## src/rtl/reg_bank_pkg.sv

```systemverilog
// Shared types and helpers for the double-buffered register bank and its burst sequencer.
package reg_bank_pkg;

  typedef enum logic [1:0] {
    IDLE = 2'd0,
    SEND = 2'd1,
    GAP  = 2'd2
  } seq_state_t;

  localparam int GAP_CNT_W = 8;

  // True when every one of the low `nibbles` nibbles of value is a decimal digit.
  function automatic logic is_bcd(input logic [31:0] value, input int nibbles);
    logic ok;
    ok = 1'b1;
    for (int i = 0; i < 8; i++) begin
      if ((i < nibbles) && (value[i*4 +: 4] > 4'd9)) begin
        ok = 1'b0;
      end
    end
    return ok;
  endfunction

endpackage

```

## src/rtl/reg_burst_seq.sv

```systemverilog
// Burst sequencer: IDLE -> SEND (one beat per handshake, indices 0..N_REGS-1) -> GAP hold -> IDLE.
module reg_burst_seq
  import reg_bank_pkg::*;
#(
  parameter int N_REGS  = 11,
  parameter int IDX_W   = 4,
  parameter int GAP_CYC = 22
) (
  input  logic             clk,
  input  logic             reset,
  input  logic             start,
  input  logic             out_ready,
  output logic             out_valid,
  output logic [IDX_W-1:0] idx,
  output logic             busy
);

  localparam logic [IDX_W-1:0]     LAST_IDX = IDX_W'(N_REGS - 1);
  localparam logic [GAP_CNT_W-1:0] GAP_LAST = GAP_CNT_W'((GAP_CYC > 0) ? (GAP_CYC - 1) : 0);

  seq_state_t           state;
  seq_state_t           next_state;
  logic [IDX_W-1:0]     next_idx;
  logic [GAP_CNT_W-1:0] gap_cnt;
  logic [GAP_CNT_W-1:0] next_gap;

  // State, beat index and gap counter registers.
  always_ff @(posedge clk) begin
    if (reset) begin
      state   <= IDLE;
      idx     <= '0;
      gap_cnt <= '0;
    end else begin
      state   <= next_state;
      idx     <= next_idx;
      gap_cnt <= next_gap;
    end
  end

  // Next-state logic; the index returns to 0 as the last beat is accepted.
  always_comb begin
    next_state = state;
    next_idx   = idx;
    next_gap   = gap_cnt;
    case (state)
      IDLE: begin
        if (start) begin
          next_state = SEND;
          next_idx   = '0;
        end else begin
          next_state = IDLE;
        end
      end
      SEND: begin
        if (out_ready) begin
          if (idx == LAST_IDX) begin
            next_idx   = '0;
            next_gap   = '0;
            next_state = (GAP_CYC == 0) ? IDLE : GAP;
          end else begin
            next_idx = idx + {{(IDX_W-1){1'b0}}, 1'b1};
          end
        end else begin
          next_state = SEND;
        end
      end
      GAP: begin
        if (gap_cnt == GAP_LAST) begin
          next_state = IDLE;
        end else begin
          next_gap = gap_cnt + {{(GAP_CNT_W-1){1'b0}}, 1'b1};
        end
      end
      default: begin
        next_state = IDLE;
        next_idx   = '0;
        next_gap   = '0;
      end
    endcase
  end

  assign out_valid = (state == SEND);
  assign busy      = (state != IDLE);

endmodule

```

## src/rtl/reg_bank_burst.sv

```systemverilog
// Double-buffered register bank with indexed capture, atomic commit and a valid/ready output burst.
// Optional macro REG_BANK_BCD_CHECK_EN rejects writes containing any non-decimal nibble.
module reg_bank_burst
  import reg_bank_pkg::*;
#(
  parameter int DATA_W  = 8,
  parameter int N_REGS  = 11,
  parameter int IDX_W   = 4,
  parameter int GAP_CYC = 22
) (
  input  logic              clk,
  input  logic              reset,
  input  logic              wr_en,
  input  logic [IDX_W-1:0]  wr_idx,
  input  logic [DATA_W-1:0] wr_data,
  input  logic              commit,
  input  logic              start,
  input  logic              out_ready,
  output logic              out_valid,
  output logic [DATA_W-1:0] out_data,
  output logic [IDX_W-1:0]  out_idx,
  output logic              out_first,
  output logic              out_last,
  output logic              busy,
  output logic              frame_full,
  output logic              committed,
  output logic              wr_err
);

  localparam logic [IDX_W:0]   NUM_REGS = (IDX_W+1)'(N_REGS);
  localparam logic [IDX_W-1:0] LAST_IDX = IDX_W'(N_REGS - 1);

  logic [DATA_W-1:0] cap  [N_REGS];
  logic [DATA_W-1:0] disp [N_REGS];
  logic [N_REGS-1:0] mask;
  logic              pending;
  logic              idx_ok;
  logic              val_ok;
  logic              wr_ok;
  logic              apply;
  logic              start_go;
  logic              seq_valid;
  logic [IDX_W-1:0]  seq_idx;

  assign idx_ok = ({1'b0, wr_idx} < NUM_REGS);
`ifdef REG_BANK_BCD_CHECK_EN
  assign val_ok = is_bcd(32'(wr_data), DATA_W / 4);
`else
  assign val_ok = 1'b1;
`endif
  assign wr_ok = wr_en && idx_ok && val_ok;

  // A commit only lands while idle, so the display bank is frozen for the whole burst.
  assign apply    = !busy && (commit || pending);
  assign start_go = start && !pending;

  // Banks, capture mask, commit bookkeeping and the sticky error flag.
  always_ff @(posedge clk) begin
    if (reset) begin
      for (int i = 0; i < N_REGS; i++) begin
        cap[i]  <= '0;
        disp[i] <= '0;
      end
      mask      <= '0;
      pending   <= 1'b0;
      committed <= 1'b0;
      wr_err    <= 1'b0;
    end else begin
      if (apply) begin
        disp <= cap;
        mask <= '0;
      end
      // Placed after the clear so a same-cycle write keeps its mask bit.
      if (wr_ok) begin
        cap[wr_idx]  <= wr_data;
        mask[wr_idx] <= 1'b1;
      end
      if (apply) begin
        pending <= 1'b0;
      end else if (commit && busy) begin
        pending <= 1'b1;
      end
      committed <= apply;
      wr_err    <= wr_err | (wr_en && !wr_ok);
    end
  end

  reg_burst_seq #(
    .N_REGS  (N_REGS),
    .IDX_W   (IDX_W),
    .GAP_CYC (GAP_CYC)
  ) u_seq (
    .clk       (clk),
    .reset     (reset),
    .start     (start_go),
    .out_ready (out_ready),
    .out_valid (seq_valid),
    .idx       (seq_idx),
    .busy      (busy)
  );

  assign out_valid  = seq_valid;
  assign out_idx    = seq_idx;
  assign out_data   = seq_valid ? disp[seq_idx] : '0;
  assign out_first  = seq_valid && (seq_idx == '0);
  assign out_last   = seq_valid && (seq_idx == LAST_IDX);
  assign frame_full = &mask;

endmodule
```

## config.mk

```make
export PLATFORM = sky130hd
export DESIGN_NAME = reg_bank_burst
export DESIGN_NICKNAME = d
export VERILOG_FILES = /design/src/rtl/reg_bank_pkg.sv /design/src/rtl/reg_burst_seq.sv /design/src/rtl/reg_bank_burst.sv
export SDC_FILE = /design/constraint.sdc
export NUM_CORES = 1
export LEC_CHECK = 0
export CAP_MARGIN = 30
export CELL_PAD_IN_SITES_DETAIL_PLACEMENT = 0
export CELL_PAD_IN_SITES_GLOBAL_PLACEMENT = 1
export CORE_UTILIZATION = 37
export DETAILED_ROUTE_END_ITERATION = 10
export PLACE_DENSITY = 0.72
export SLEW_MARGIN = 20
export SYNTH_ARGS = -nofsm -noshare
export SYNTH_HDL_FRONTEND = slang
export SYNTH_SLANG_ARGS = --single-unit
```

## constraint.sdc

```tcl
create_clock -name clk -period 2.04 [get_ports clk]
set_input_delay 0.306 -clock clk [delete_from_list [all_inputs] [get_ports clk]]
set_output_delay 0.306 -clock clk [all_outputs]
set_load 0.02 [all_outputs]
```

==> results of run 1 <==
-- power groups by stage --
stage | Combinational [mW] | Sequential (mW) | Clock [mW]
after floorplan | 0.304 | 4.14 | 0
after global placement | 0.480 | 4.14 | 0
after detailed placement | 0.492 | 4.14 | 0
after CTS | 0.491 | 4.05 | 3.81
after global routing | 0.533 | 4.06 | 3.99
final | 0.495 | 4.05 | 3.74
-- flip-flops by register name, indices dropped and copies added, names as in the netlist --
signal,cells
u_seq.state,2
pending,1
mask,11
u_seq.gap_cnt,8
cap,88
u_seq.idx,4
committed,1
disp,88
wr_err,1
-- stage by stage --
| stage | util [%] | power (mW) |
|---|---|---|
| 2_1_floorplan | - | 4.441 |
| 3_3_place_gp | 41.76 | 4.620 |
| 3_5_place_dp | 41.76 | 4.633 |
| 4_1_cts | 45.22 | 8.351 |
| 5_1_grt | 45.60 | 8.583 |
| 6_report | 45.60 | 8.290 |
-- kinds of logic (layout without fill, tap and decap cells) --
kind of cell	count (synthesis)	after routing	share of synthesized area (%)
AO/OA/AOI/OAI	162	162	15.44
XOR/XNOR	1	1	0.1109
adder cells (fa/ha/maj)	5	5	0.7919
buffers and inverters	76	129	4.751
flip-flops	204	204	51.69
multiplexers	113	113	15.71
AND/OR/NAND/NOR	195	195	11.50
-- final cells by class --
class                      instances  area [µm²]  area share [%]
clock buffer                      29       626.9           6.560
tap                              275       344.1           3.601
timing repair buffer              78       804.5           8.420
inverter                          12       47.55          0.4976
multi-input combinational        476        3578           37.45
clock inverter                    10       66.31          0.6940
sequential                       204        4088           42.78
-- worst max path at each step --
stage | depth (start not counted) | slack (ns) | startpoint | endpoint
after floorplan | 6 | 0.03 | u_seq.idx[0] | out_data[0]
after global placement | 5 | -0.11 | u_seq.idx[0] | out_data[4]
after detailed placement | 5 | -0.18 | u_seq.idx[0] | out_data[4]
after CTS | 5 | -0.28 | u_seq.idx[0] | out_data[4]
after global routing | 5 | -0.31 | u_seq.idx[0] | out_data[4]
final | 5 | -0.27 | u_seq.idx[0] | out_data[4]
-- per-layer routing --
layer  wire, µm  vias to the layer above  part of all wire (%)
met1       9286                     2840                    48
met4        471                        0                   2.4
li1           -                     2791                     -
met2       8977                      101                    46
met3        725                       34                   3.7
met5          0                        -                     0
-- cell usage in the layout, fill, tap and decap left out, types with 6 or more instances in the layout --
| cell type | Yosys | layout |
|---|---|---|
| sky130_fd_sc_hd__a21oi_1 | 24 | 23 |
| sky130_fd_sc_hd__a22o_1 | 88 | 88 |
| sky130_fd_sc_hd__buf_12 | 0 | 12 |
| sky130_fd_sc_hd__buf_4 | 4 | 31 |
| sky130_fd_sc_hd__buf_6 | 5 | 6 |
| sky130_fd_sc_hd__clkbuf_16 | 0 | 22 |
| sky130_fd_sc_hd__clkdlybuf4s50_1 | 0 | 20 |
| sky130_fd_sc_hd__clkinv_2 | 0 | 7 |
| sky130_fd_sc_hd__dfxtp_1 | 204 | 203 |
| sky130_fd_sc_hd__inv_1 | 11 | 10 |
| sky130_fd_sc_hd__mux2_2 | 8 | 8 |
| sky130_fd_sc_hd__mux2i_1 | 97 | 95 |
| sky130_fd_sc_hd__mux4_2 | 8 | 8 |
| sky130_fd_sc_hd__nand2_1 | 46 | 46 |
| sky130_fd_sc_hd__nand3_1 | 13 | 13 |
| sky130_fd_sc_hd__nor2_1 | 97 | 97 |
| sky130_fd_sc_hd__o21ai_0 | 18 | 18 |
| sky130_fd_sc_hd__o22ai_2 | 0 | 13 |
-- Yosys cell counts, types with 2 or more instances --
library cell / instances
sky130_fd_sc_hd__dfxtp_1: 204
sky130_fd_sc_hd__mux2i_1: 97
sky130_fd_sc_hd__nor2_1: 97
sky130_fd_sc_hd__a22o_1: 88
sky130_fd_sc_hd__nand2_1: 46
sky130_fd_sc_hd__buf_2: 30
sky130_fd_sc_hd__clkbuf_1: 25
sky130_fd_sc_hd__a21oi_1: 24
sky130_fd_sc_hd__o21ai_0: 18
sky130_fd_sc_hd__o22ai_1: 18
sky130_fd_sc_hd__nand3_1: 13
sky130_fd_sc_hd__inv_1: 11
sky130_fd_sc_hd__mux2_2: 8
sky130_fd_sc_hd__mux4_2: 8
sky130_fd_sc_hd__buf_6: 5
sky130_fd_sc_hd__ha_1: 5
sky130_fd_sc_hd__nand4_1: 5
sky130_fd_sc_hd__a31oi_1: 4
sky130_fd_sc_hd__buf_4: 4
sky130_fd_sc_hd__nor3_1: 4
sky130_fd_sc_hd__nand3b_1: 3
sky130_fd_sc_hd__nor3b_1: 3
sky130_fd_sc_hd__nor4_1: 3
sky130_fd_sc_hd__and3_1: 2
sky130_fd_sc_hd__nand2b_1: 2
sky130_fd_sc_hd__nor2b_1: 2
-- what timing repair did --
action                                  in CTS  in global routing
resized for setup                           61                 22
endpoints found under the setup margin      15                 14
pin swaps                                    0                  2
gates cloned                                 0                  0
hold buffers                                 0                  0
==> results.json, run 1 <==
{
  "final_cells": 1084,
  "vdd_drop_max_v": 0.0004349,
  "die_area_mm2": 0.02194,
  "fillers": 1985,
  "power.density_mw_per_mm2": 867.6,
  "viasPerCell": 5.319,
  "wl_per_cell_um": 17.95,
  "detail_route.drc_violations": 0,
  "ffs_latches_synth": 204,
  "io_pins": 37,
  "fraction_of_met2_tracks_used_by_global_routing_pct": 28.54,
  "design.core.area_mm2": 0.02096,
  "grt_first_pass_wirelength_um": 30950,
  "number_of_antenna_violations_at_the_first_check_in_global_routing": 0,
  "antennaDiodeCount": 0,
  "p_comb_share_pct": 6.0,
  "r2r_end": "u_seq.gap_cnt[0]",
  "whs_endpoint": "u_seq.state[1]",
  "maxCapViolCount": 0,
  "postCtsSetupRepairBufs": 0,
  "place.detailed.hpwl_um": 12900,
  "initial_utilization_pct": 37.70,
  "placement.setup.worst_slack_ns": -0.1812,
  "place.gp.congestion": 0.8150,
  "num_vias": 5766,
  "max-clock-path-buffers": 3,
  "hold_class": "in2reg",
  "detail-route-antenna-nets": 0,
  "worst_slack_ns": -0.2710,
  "synth.net_count": 779,
  "synth_warnings": 0,
  "cts_tree": "done",
  "clock_sinks": 204,
  "violated_checks": "negative setup slack",
  "worstPathRequired_ns": 1.73,
  "critical_path_maximum_fanout": 10,
  "drt-pass1-iter-count": 4,
  "p_sw_share_pct": 23.08,
  "netlist.area_leader.share_pct": 51.69,
  "count_of_flip_flops_with_a_built_in_enable_after_synthesis": 0,
  "cts_made_buffers": 22,
  "power.net_switching_mw": 1.913,
  "syn2layout_area_growth_pct": 20.95,
  "netlist-cell-type-count": 53,
  "clock_insertion_delay_worst_skew_ns": 0.51,
  "crit_top_cell": "sky130_fd_sc_hd__o22ai_2",
  "grt.met1_usage_pct": 24.74,
  "clock_tree.root_cell": "sky130_fd_sc_hd__clkbuf_16",
  "r2r_slack_ns": 0.17,
  "grt-ovfl-total": 0,
  "slew_headroom_pct": 54.23,
  "instance_count_of_the_mapped_netlist": 756,
  "rows": 53,
  "hold_path.startpoint": "reset",
  "p_int_mw": 6.377,
  "timing.critical_path.max_delay_family": "multiplexers",
  "status": "complete, but fails checks",
  "synth_top_cell_by_area": "sky130_fd_sc_hd__dfxtp_1",
  "slew_viols_final": 0,
  "final_net_count": 817,
  "achievable-frequency_mhz": 432.7,
  "per_instance_average_area_after_synthesis_um2": 10.45,
  "worst_hold_slack_ns": 0.08316,
  "grt.met3_usage_pct": 2.546,
  "floorplan.die.height_um": 148.1,
  "dp_cells": 1045,
  "worstHoldPathCells": 2,
  "crit_chain": "buf_12 > mux4_2 > o22ai_2 > o22ai_2 > buf_2",
  "tightest_slew_ns": 0.6845,
  "setup.worst_path.end_class": "output pin",
  "finalSetupTns_ns": -1.743,
  "power.sequential.fraction_pct": 48.9,
  "io_buffers": 36,
  "rsz_0062_raised_after_global_routing": "yes",
  "crit_path_top_delay_cell": "sky130_fd_sc_hd__mux4_2",
  "yosysSeqAreaShare_pct": 51.69,
  "finalSetupViolCount": 8,
  "drt_iter0_markers": 355,
  "netlist_top_cells_area": "sky130_fd_sc_hd__dfxtp_1 52%, sky130_fd_sc_hd__mux2i_1 12%, sky130_fd_sc_hd__a22o_1 9.8%",
  "finalInstanceArea_mm2": 0.009555,
  "mappedNetlistArea_mm2": 0.007900,
  "finalHoldViolCount": 0,
  "grt_busiest_layer": "met2",
  "critPathBufInv": 2,
  "final_layout_size_suffix_gt1_share_pct": 17.43,
  "placement.cell_area_mm2": 0.008751,
  "timing.final.crit_share_pct": 113.3,
  "grt_pass1_vias": 5630,
  "worst_path_largest_cell_delay_ns": 0.52,
  "reg2regPathDepth": 9,
  "setup.worst_path.class": "reg2out",
  "postSynth.asyncResetShare_pct": 0,
  "timing.clock.skew_ns": 0.01916,
  "startpoint_type": "flop",
  "path_clk_slew_ns": 0.06,
  "grt_max_degree": 105,
  "die_x_um": 148.1,
  "power.leakage_nw": 3.777,
  "critical_path.reg2reg.startpoint": "u_seq.idx[0]",
  "grt.total_usage_pct": 17.84,
  "htreeDepth": 1,
  "detail_route.wirelength_um": 19460,
  "clock_period_minus_worst_slack_ns": 2.311,
  "power_frac_clock_pct": 45.1,
  "synth_ff_type": "sky130_fd_sc_hd__dfxtp_1",
  "critPathArrivalTime_ns": 2.01
}
No activity file was read; power rests on OpenSTA's default activity.
==> inputs of run 2 (changes only) <==
CORE_UTILIZATION = 32   (was 37)
PLACE_DENSITY = 0.65   (was 0.72)
==> run 2 against run 1 <==
Against the previous run:
- the flow still finishes with violations (negative setup slack)
- critical endpoint is now out_data[2]
- sequential power about the same
- sequential share of layout area decreased by 2.1 points
- worst setup slack improved by 0.022 ns
- clock skew decreased by 0.0068 ns
- largest power group is now the clock network
- final area increased by 5.1%
==> results.json, run 2 (same netlist as run 1, synthesis figures left out) <==
{
  "finalHoldViolCount": 0,
  "slew_viols_final": 0,
  "vdd_drop_max_v": 0.0005602,
  "tightest_slew_ns": 0.6396,
  "grt_pass1_vias": 5717,
  "max-clock-path-buffers": 3,
  "drt_iter0_markers": 438,
  "top_regs": "cap x88, disp x88, mask x11",
  "critical_path_maximum_fanout": 4,
  "place.gp.congestion": 0.7941,
  "achievable-frequency_mhz": 436.9,
  "design.core.area_mm2": 0.02425,
  "timing.critical_path.max_delay_family": "multiplexers",
  "crit_chain": "buf_12 > mux4_2 > o22ai_4 > o22ai_2 > buf_6",
  "slew_headroom_pct": 57.23,
  "grt_first_pass_wirelength_um": 33030,
  "initial_utilization_pct": 32.58,
  "num_vias": 5764,
  "rows": 57,
  "grt_max_degree": 105,
  "worst_slack_ns": -0.2489,
  "crit_path_top_delay_cell": "sky130_fd_sc_hd__mux4_2",
  "cts_made_buffers": 23,
  "rsz_0062_raised_after_global_routing": "yes",
  "number_of_stages_on_the_worst_setup_path": 5,
  "grt.total_usage_pct": 16.38,
  "timing.final.crit_share_pct": 112.2,
  "reg2regPathDepth": 9,
  "finalSetupViolCount": 9,
  "detail-route-antenna-nets": 0,
  "setup.worst_path.end_class": "output pin",
  "setup.worst_path.class": "reg2out",
  "worstPathRequired_ns": 1.73,
  "maxCapViolCount": 0,
  "highest_count_cells_in_the_layout_ignoring_fill_and_taps": "202 x sky130_fd_sc_hd__dfxtp_1, 97 x sky130_fd_sc_hd__nor2_1, 96 x sky130_fd_sc_hd__mux2i_1",
  "io_pins": 37,
  "clock_period_minus_worst_slack_ns": 2.289,
  "syn2layout_area_growth_pct": 27.08,
  "drt-pass1-iter-count": 4,
  "critPathArrivalTime_ns": 1.98,
  "power_mw": 8.875,
  "htreeDepth": 1,
  "clock_sinks": 204,
  "dp_cells": 1116,
  "antennaDiodeCount": 0,
  "final_net_count": 844,
  "die_area_mm2": 0.02532,
  "number_of_antenna_violations_at_the_first_check_in_global_routing": 0,
  "power.density_mw_per_mm2": 884.0,
  "final_cells": 1161,
  "clock_insertion_delay_worst_skew_ns": 0.51,
  "wl_per_cell_um": 17.62,
  "fillers": 2375,
  "finalInstanceArea_mm2": 0.01004,
  "power.leakage_nw": 3.975,
  "critPathBufInv": 2,
  "die_x_um": 159.1,
  "placement.cell_area_mm2": 0.009025,
  "floorplan.die.height_um": 159.1,
  "clock_tree.root_cell": "sky130_fd_sc_hd__clkbuf_16",
  "cts_tree": "done",
  "detail_route.wirelength_um": 20460,
  "finish.utilization_pct": 41.40,
  "finalSetupTns_ns": -1.847,
  "status": "complete, but fails checks",
  "timing.clock.skew_ns": 0.01240,
  "grt-ovfl-total": 0,
  "worstHoldPathCells": 2,
  "viasPerCell": 4.965,
  "path_clk_slew_ns": 0.06,
  "startpoint_type": "flop",
  "detail_route.drc_violations": 0,
  "violated_checks": "negative setup slack",
  "final_layout_size_suffix_gt1_share_pct": 20.43,
  "io_buffers": 36,
  "worst_path_largest_cell_delay_ns": 0.52,
  "hold_class": "in2reg",
  "mostFrequentLayoutCell": "sky130_fd_sc_hd__dfxtp_1",
  "place.detailed.hpwl_um": 13210
}
## run 2: cell types whose count changed in the layout (fill, tap and decap cells not counted), sizes merged
cell | previous run | this run
inv | 12 | 13
bufinv | 0 | 4
clkinv | 8 | 3
buf | 53 | 79
clkbuf | 29 | 31
## run 2: what timing repair did
action,4_1_cts,5_1_grt
gates cloned,1,0
hold buffers,0,0
buffers inserted,6,0
setup endpoints to repair,15,15
pin swaps,4,2
gates resized for setup,87,12
## run 2: final timing paths
check                             startpoint               end  slack, ns
worst max-delay path            u_seq.idx[0]       out_data[2]      -0.25
worst min-delay path                   reset    u_seq.state[1]       0.07
worst max register to register  u_seq.idx[0]  u_seq.gap_cnt[5]       0.09
worst min register to register       cap[49]           cap[49]       0.45
## run 2: where the power goes
| group | switching, mW | internal (mW) | total [mW] |
|---|---|---|---|
| combinational | 0.331 | 0.215 | 0.546 |
| sequential | 0.0270 | 4.03 | 4.05 |
| clock | 1.64 | 2.63 | 4.27 |
## run 2: routing by layer
layer	part of all wire, %	routed length [µm]	GRT usage (%)
met1	51	10360	23.52
met3	3.0	615	2.475
met5	0	0	0
met2	45	9199	25.86
met4	1.4	288	3.584
## run 2: cell type report
class | count | area [µm²] | area share, %
timing repair buffer | 104 | 1101 | 10.97
clock buffer | 31 | 615.6 | 6.132
clock inverter | 10 | 162.7 | 1.620
inverter | 12 | 45.04 | 0.4487
multi-input combinational | 476 | 3621 | 36.07
tap | 324 | 405.4 | 4.038
sequential | 204 | 4089 | 40.73
## run 2: stage by stage
stage	setup slack, ns	hold WS [ns]
after floorplan	0.02665	0.4247
after global placement	-0.1681	0.4415
after detailed placement	-0.2032	0.4428
after CTS	-0.2730	0.05476
after global routing	-0.3083	0.08063
final	-0.2489	0.07305
